**config.mk**
```make
export PLATFORM = sky130hd
export DESIGN_NAME = interrupt_requester
export DESIGN_NICKNAME = d
export VERILOG_FILES = /design/src/rtl/int_pkg.sv /design/src/rtl/int_prio_encoder.sv /design/src/rtl/interrupt_requester.sv
export SDC_FILE = /design/constraint.sdc
export NUM_CORES = 1
export LEC_CHECK = 0
export ABC_AREA = 1
export BUFFER_PORTS_ARGS = -buffer_cell sky130_fd_sc_hd__buf_2
export CAP_MARGIN = 20
export CORE_MARGIN = 4
export CORE_UTILIZATION = 39
export CTS_CLUSTER_DIAMETER = 30
export DETAILED_ROUTE_END_ITERATION = 8
export HOLD_SLACK_MARGIN = 0.05
export MAX_ROUTING_LAYER = met4
export PLACE_DENSITY_LB_ADDON = 0.08
export SLEW_MARGIN = 20
export SYNTH_ARGS = -nofsm -noshare
export SYNTH_HDL_FRONTEND = slang
export SYNTH_SLANG_ARGS = --single-unit
```
**constraint.sdc**
```tcl
create_clock -name clock -period 1.3 [get_ports clock]
set_input_delay 0.26 -clock clock [delete_from_list [all_inputs] [get_ports clock]]
set_output_delay 0.26 -clock clock [all_outputs]
set_load 0.01 [all_outputs]
```
**src/rtl/int_pkg.sv**
```systemverilog
// int_pkg: shared state type, source indices, register bit positions and vector defaults
package int_pkg;
  typedef enum logic {IDLE, REQ} state_e;
  localparam int SRC_IE0 = 0;
  localparam int SRC_TF0 = 1;
  localparam int SRC_IE1 = 2;
  localparam int SRC_TF1 = 3;
  localparam int SRC_SER = 4;
  localparam int NSRC = 5;
  localparam int IE_EA = 7;
  localparam logic [15:0] DEF_VEC_BASE = 16'h0003;
  localparam int DEF_VEC_STRIDE = 8;
  // timer flags and edge-mode externals are cleared by hardware on acceptance
  function automatic logic [NSRC-1:0] clr_mask(input logic [1:0] it);
    clr_mask = '0;
    clr_mask[SRC_IE0] = it[0];
    clr_mask[SRC_TF0] = 1'b1;
    clr_mask[SRC_IE1] = it[1];
    clr_mask[SRC_TF1] = 1'b1;
  endfunction
endpackage

```
**src/rtl/int_prio_encoder.sv**
```systemverilog
// int_prio_encoder: in-service eligibility masking and two-group fixed-priority select
module int_prio_encoder
  import int_pkg::*;
(
  input  logic [NSRC-1:0] pending_i,
  input  logic [NSRC-1:0] ip_i,
  input  logic            isl_i,
  input  logic            ish_i,
  output logic            valid_o,
  output logic [2:0]      idx_o,
  output logic            level_o
);
  logic [NSRC-1:0] elig, hi, grp;
  assign elig = ish_i ? '0 : isl_i ? pending_i & ip_i : pending_i;
  assign hi = elig & ip_i;
  assign grp = |hi ? hi : elig & ~ip_i;
  assign valid_o = |elig;
  assign level_o = |hi;
  always_comb begin
    idx_o = '0;
    for (int i = NSRC - 1; i >= 0; i--) if (grp[i]) idx_o = 3'(i);
  end
endmodule

```
**src/rtl/interrupt_requester.sv**
```systemverilog
// interrupt_requester: 8051 interrupt arbitration, int_req/int_ack initiator, two-level nesting
// Optional ack timeout enabled by defining INT_ACK_TIMEOUT_EN.
module interrupt_requester
  import int_pkg::*;
#(
  parameter logic [15:0] VEC_BASE   = DEF_VEC_BASE,
  parameter int          VEC_STRIDE = DEF_VEC_STRIDE
`ifdef INT_ACK_TIMEOUT_EN
  , parameter int        ACK_TIMEOUT = 16
`endif
) (
  input  logic        clock,
  input  logic        reset,
  input  logic [4:0]  irq_src,
  input  logic [1:0]  it,
  input  logic [7:0]  ie_reg,
  input  logic [7:0]  ip_reg,
  input  logic        int_ack,
  input  logic        reti,
  output logic        int_req,
  output logic [15:0] int_vec,
  output logic [2:0]  int_src,
  output logic [4:0]  clr_flag,
  output logic        timeout
);
  state_e      state_q;
  logic        req_q, lvl_q, hold_q, isl_q, ish_q, isl_d, ish_d;
  logic [15:0] vec_q;
  logic [2:0]  src_q, sel_idx;
  logic [4:0]  clr_q, pending;
  logic        sel_valid, sel_lvl, accept, expire;
  logic        unused_bits;
  assign unused_bits = ^{ie_reg[6:5], ip_reg[7:5]};
  assign pending = irq_src & ie_reg[4:0] & {5{ie_reg[IE_EA]}};
  assign accept = state_q == REQ && int_ack;
  // reti retires the most recent level first; an ack in the same cycle then claims its level
  assign ish_d = (accept && lvl_q) | (ish_q & ~reti);
  assign isl_d = (accept && !lvl_q) | (isl_q & ~(reti & ~ish_q));
  int_prio_encoder u_enc (
    .pending_i (pending),
    .ip_i      (ip_reg[4:0]),
    .isl_i     (isl_q),
    .ish_i     (ish_q),
    .valid_o   (sel_valid),
    .idx_o     (sel_idx),
    .level_o   (sel_lvl)
  );
  always_ff @(posedge clock) begin
    if (reset) begin
      state_q <= IDLE;
      req_q   <= 1'b0;
      vec_q   <= '0;
      src_q   <= '0;
      lvl_q   <= 1'b0;
      clr_q   <= '0;
      hold_q  <= 1'b0;
      isl_q   <= 1'b0;
      ish_q   <= 1'b0;
    end else begin
      clr_q  <= '0;
      hold_q <= 1'b0;
      isl_q  <= isl_d;
      ish_q  <= ish_d;
      if (state_q == IDLE) begin
        if (sel_valid && !hold_q) begin
          state_q <= REQ;
          req_q   <= 1'b1;
          src_q   <= sel_idx;
          lvl_q   <= sel_lvl;
          vec_q   <= VEC_BASE + 16'(VEC_STRIDE) * 16'(sel_idx);
        end
      end else if (int_ack) begin
        state_q <= IDLE;
        req_q   <= 1'b0;
        clr_q   <= clr_mask(it) & (5'b1 << src_q);
        hold_q  <= 1'b1;
      end else if (!pending[src_q] || expire) begin
        state_q <= IDLE;
        req_q   <= 1'b0;
      end
    end
  end
`ifdef INT_ACK_TIMEOUT_EN
  localparam int CW = $clog2(ACK_TIMEOUT) + 1;
  logic [CW-1:0] cnt_q;
  logic          to_q;
  assign expire = state_q == REQ && !int_ack && pending[src_q] && cnt_q == CW'(ACK_TIMEOUT - 1);
  always_ff @(posedge clock) begin
    if (reset) begin
      cnt_q <= '0;
      to_q  <= 1'b0;
    end else begin
      cnt_q <= (state_q == REQ && !int_ack) ? cnt_q + 1'b1 : '0;
      if (expire) to_q <= 1'b1;
    end
  end
  assign timeout = to_q;
`else
  assign expire  = 1'b0;
  assign timeout = 1'b0;
`endif
  assign int_req  = req_q;
  assign int_vec  = vec_q;
  assign int_src  = src_q;
  assign clr_flag = clr_q;
endmodule

```
-- After elaboration in Yosys (flattened, before gate mapping)
Cells that the tools add are included.
- register bits after elaboration: 30
- output and inout bits: 26
- word-level logic and storage cells: 62
- input bits: 27
- $lt $le $gt $ge: 1
- reductions and logical operators: 13
- bitwise logic cells: 17
- shift-type cells: 1
- $add $sub $neg: 1
- mux-type cells: 19
- equality and inequality tests: 1
- operators with widths (operator ; count):
    $and A5 B5 Y5 ; 5
    $mux W3 ; 5
    $mux W5 ; 3
    $mux W1 ; 10
    $reduce_or A5 Y1 ; 2
    $add A2 B6 Y7 const A ; 1
    $and A4 B5 Y5 ; 1
    $not A1 Y1 ; 5
    $not A5 Y5 ; 1
    $shl A1 B3 Y5 const A ; 1
    $logic_and A1 B1 Y1 ; 4
    $lt A3 B4 Y1 const B ; 1
    $reduce_and A2 Y1 ; 2
    $and A1 B1 Y1 ; 3
    $bmux W1 S3 ; 1
    $ne A3 B3 Y1 const B ; 1
    $reduce_or A3 Y1 ; 1
    $logic_not A1 Y1 ; 2
    $or A1 B1 Y1 ; 2
    $reduce_bool A2 Y1 ; 1
    $reduce_or A2 Y1 ; 1

-- Longest topological paths before layout
- depth after elaboration: 14
- depth in mapped cells: 13
- mapped depth without buffers: 13

-- Cells and area by module
Synthesis repeated with hierarchy kept, for this count alone.
- cell total of the unflattened synthesis: 140
- area, all modules: 1019.7 um^2
- by module, submodules not included (module ; cells each ; area each (um^2) ; instances):
    interrupt_requester ; 93 ; 733.2 ; 1
    int_prio_encoder ; 47 ; 286.5 ; 1

-- Worst setup path after synthesis
Ideal clock, no wire load.
- path type: reg-to-reg
- start: register isl_q
- end: register src_q[1], in the netlist int_src[1]
- clock period less this slack: 1.284 ns
- cell stages (with the launch flop): 14
- arrival time: 1.169 ns
- path slack: 0.016 ns
- cell sequence: dfxtp_1 > inv_2 > nor2_2 > nor2_1 > nand3_1 > nand2_2 > nor2_4 > nand2_1 > nand2_1 > nand2_2 > nand2_1 > nor2_1 > nor2_1 > nor2_1
- cells in the longest elaborated chain, start to end: 9
- elaborated cells between the ends (all ways): 13
- those cells by class: mux: 7; bitwise: 2; reduce/logical: 4
- RTL lines (element ; RTL line ; source):
    start, declared ; interrupt_requester.sv:27 ; logic req_q, lvl_q, hold_q, isl_q, ish_q, isl_d, ish_d;
    start signal, assigned ; interrupt_requester.sv:62 ; isl_q <= isl_d;
    $mux W5 (*) (2 in a row) ; int_prio_encoder.sv:14 ; assign elig = ish_i ? '0 : isl_i ? pending_i & ip_i : pending_i;
    $and A5 B5 Y5 ; int_prio_encoder.sv:15 ; assign hi = elig & ip_i;
    $reduce_or A5 Y1 ; int_prio_encoder.sv:16 ; assign grp = |hi ? hi : elig & ~ip_i;
    $mux W5 ; int_prio_encoder.sv:16 ;
    $mux W3 (4 in a row) ; int_prio_encoder.sv:21 ; for (int i = NSRC - 1; i >= 0; i--) if (grp[i]) idx_o = 3'(i);
    end signal, assigned ; interrupt_requester.sv:68 ; src_q <= sel_idx;
    end, declared ; interrupt_requester.sv:29 ; logic [2:0] src_q, sel_idx;
Every way passes the cells marked *; elsewhere a longest branch is shown, timed or not.
A chain may end at the register's enable or synchronous reset.

-- Final worst setup path
Same ends and word-level chain as after synthesis.

==> key figures <==
Run status
  – Run status: finished with violations
  – Violations in the final reports: setup timing

Timing
  – Min cycle time layout: around 1.4 ns
  – Setup repair after global routing missed its margin: true
  – Hold slack: 0.1847 ns
  – Number of setup violations in the final report: 7
  – Period utilization: 1.056
  – Highest clock frequency the design can meet: 728.3 MHz
  – Worst-case setup margin in the final layout: -0.07302 ns
  – Number of max-slew violations in the final report: 0
  – Number of endpoints with negative hold slack in the final report: 0
  – Post-route clock skew: 0.001845 ns

Cells and area
  – Non-filler instance count after layout: roughly 220
  – Post-Layout Inst Area: about 1300 um2
  – Net count of the finished layout: about 220
  – Ratio of cells with drive above 1 in the final layout: 0.4921
  – Layout-stage area growth over the synthesis result: 38.36%
  – Number of antenna cells inserted: 0

Setup path
  – Worst Setup Path Type: flop to flop
  – Worst-path fanout max: 5
  – Beginning of the worst register-to-register path: isl_q
  – Worst setup slack for register-to-register paths: -0.07 ns
  – CP peak stage delay: around 0.4 ns
  – R2R depth: 13
  – Data required time at the worst endpoint: 1.48 ns
  – Category of the worst setup path launch point: flop
  – Reg-to-Reg End: int_src[1]
  – Most repeated library cell on the critical path: nor2_1
  – Crit-path slowest cell: dfxtp_4
  – Worst-path cell chain: inv_2, nor2_2, nor2_2, nand3_2, nand2_2, nor2_4, nand3_1, nand2_1, inv_1, nand2_1, nor2_1, nor2_1, nor2_1
  – Crit path arrival time: about 1.6 ns
  – Critical Path End Type: flop

Global routing
  – Wire length of the first global-routing pass: 3726 um
  – Largest net degree at the start of global routing: 9
  – Vias in the first global route: a little over 900
  – Initial antenna violation count: 0
  – Overall fraction of global-route tracks in use: 0.1460
  – Residual overflow from global routing: 0

Synth
  – Netlist Area Pre-Place: between 900 and 1000 um2
  – Number of cells produced by synthesis: approximately 140
  – Flops & latches, synth: 14
  – Mapped Avg Cell Area: just under 7 um2
  – Number of distinct library cell variants in the gate-level netlist after synthesis: 26
  – Sequential share of the synthesized area: 0.2963
  – Cell types with the largest area share after synthesis: dfxtp_1 (30%), buf_4 (13%), nand2_1 (7.1%), nor2_1 (6.7%), nand3_1 (6.3%)
  – Synthesis Warnings: 0
  – Synth area leader: dfxtp_1
  – Area fraction of the dominant cell type after synthesis: 0.2963

CTS
  – H-Tree Level Count: 1
  – CTS Root Buffer Type: clkbuf_4
  – Deepest clock path buffer count: 2
  – Clk slew on worst S/H paths: 0.09 ns
  – Skew-Pair Late Insertion Delay: approximately 0.28 ns
  – TritonCTS Buffers: 3
  – # hold bufs at CTS: 0
  – Clk sinks: 14
  – TritonCTS clock tree: yes

Pwr
  – Power density cells: approximately 900 nW/um2
  – Power after layout: 0.001173 W
  – Leakage dissipation: between 0.6 and 0.7 nW
  – Worst VDD drop: between 0.7 and 0.8 mV

Floorplan
  – Die footprint: between 3000 and 4000 um2
  – Initial core utilization: 0.4195
  – Die Wd: about 57 um
  – Die extent in y: roughly 57 um
  – Top-Level Pins: 53
  – Standard-cell rows: 17
  – Core area: around 2300 um2

Drt
  – First-iteration detailed-routing DRC count: 10
  – Average wire length per cell after detail routing: between 10 and 15 um
  – Overall via count from detail_route: 984
  – TritonRoute pass-1 iters: 5
  – Sum of routed wire length over all layers: 2276 um
  – Antenna-violating nets left: 0
  – Drc violations: 0
  – Routed via count divided by cell count: between 4 and 5

Flow run
  – Reported max-cap violation count: 0

Placed design
  – Post-placement cell count: approximately 210
  – Cell area after placement: 1189 um2
  – Number of buffers added on ports: 34
  – Sum of net half-perimeters after detailed placement: about 1900 um
  – Routability congestion estimate from global placement: approximately 0.82

Hold path
  – Hold Path Origin: reset
  – Worst hold path type: input port to flop
  – Cells on Worst Hold Path: 2
  – WHS Endpoint: int_src[2]
-- registers in the layout, summed over array words and instances (netlist names) --
name and count:
isl_q 1, lvl_q 1, int_src 3, int_req 1, state_q 1, clr_flag 4
hold_q 1, int_vec 1, ish_q 1
-- synth_stat cells --
master    instances
nor2_4            2
nor2_2            4
and2_2            1
o21ai_1           3
o211ai_1          1
a21oi_2           1
nor4_1            1
dfxtp_1          14
a21oi_1           6
nand3_4           1
nand2_1          18
inv_2             3
buf_4            17
a21boi_1          1
nand4_1           1
conb_1            1
o21ai_0           5
nand2_2           3
nor2_1           17
nand3_1          12
inv_1            15
nand3_2           3
o21a_1            1
nor3_1            3
and2_1            3
o22ai_1           1
-- worst max-delay path by stage --
stage	startpoint	to	slack (ns)	cells past startpoint
floorplan	isl_q	int_src[1]	0.02	13
global placement	isl_q	int_src[1]	-0.15	13
detailed placement	isl_q	int_src[1]	-0.17	13
CTS	isl_q	int_src[1]	-0.10	13
global route	isl_q	int_src[1]	-0.23	13
finish	isl_q	int_src[1]	-0.07	13
-- cell families after synthesis --
group | Yosys count | share of synthesized area
and+or+nand+nor | 69 | 0.3796
buffers and inverters | 35 | 0.2063
AOI/OAI and AO/OA | 19 | 0.1138
DFF | 14 | 0.2963
other | 1 | 0.003964
-- critical path: cells and delay by family (launching register included) --
family / cells / cell delay (ns)
buf+inv: 2 / 0.10
flops: 1 / 0.40
simple gates: 11 / 0.77
-- placed cells by master (no fill, tap or decap), drive strengths merged --
cell type  count
a21boi         1
a21oi          7
and2           4
buf           52
clkbuf         4
conb          13
dfxtp         14
inv           18
nand2         21
nand3         16
nand4          1
nor2          23
nor3           3
nor4           1
o211ai         1
o21a           1
o21ai          8
o22ai          1
-- through the flow --
stage	setup slack, ns	TNS [ns]	util
floorplan	0.01644	0	-
global placement	-0.1500	-0.9200	0.5272
detailed placement	-0.1748	-0.9978	0.5272
CTS	-0.1009	-0.3733	0.5633
global route	-0.2281	-1.263	0.5805
finish	-0.07302	-0.3259	0.5805
-- timing repair --
action                                 in CTS  in global routing
setup endpoints to repair                   7                  7
resized for setup                          11                 11
pin swaps                                   1                  3
endpoints found under the hold margin       0                  0
buffers inserted                            2                  0
-- where the power goes --
group	total, W	leakage (nW)	switching [W]	internal [W]
Combinational	0.000372	0.537	0.000208	0.000164
Clock	0.000312	0.0210	0.000141	0.000170
Sequential	0.000489	0.116	0.0000298	0.000460
-- per-layer routing --
metal	wire length [um]	GRT usage
met5	0	-
met3	186	0.04299
met1	961	0.1653
met4	15	0.02980
met2	1112	0.2545
-- cell type report --
type	count	area, um2
repair buffers	52	305.3
flip-flops and latches	14	285.3
multi-input cells	101	576.8
clock buffers	4	36.28
well taps	28	35.03
inverters	18	70.07
fillers	244	945.9
Power figures use the tool's default switching activity.
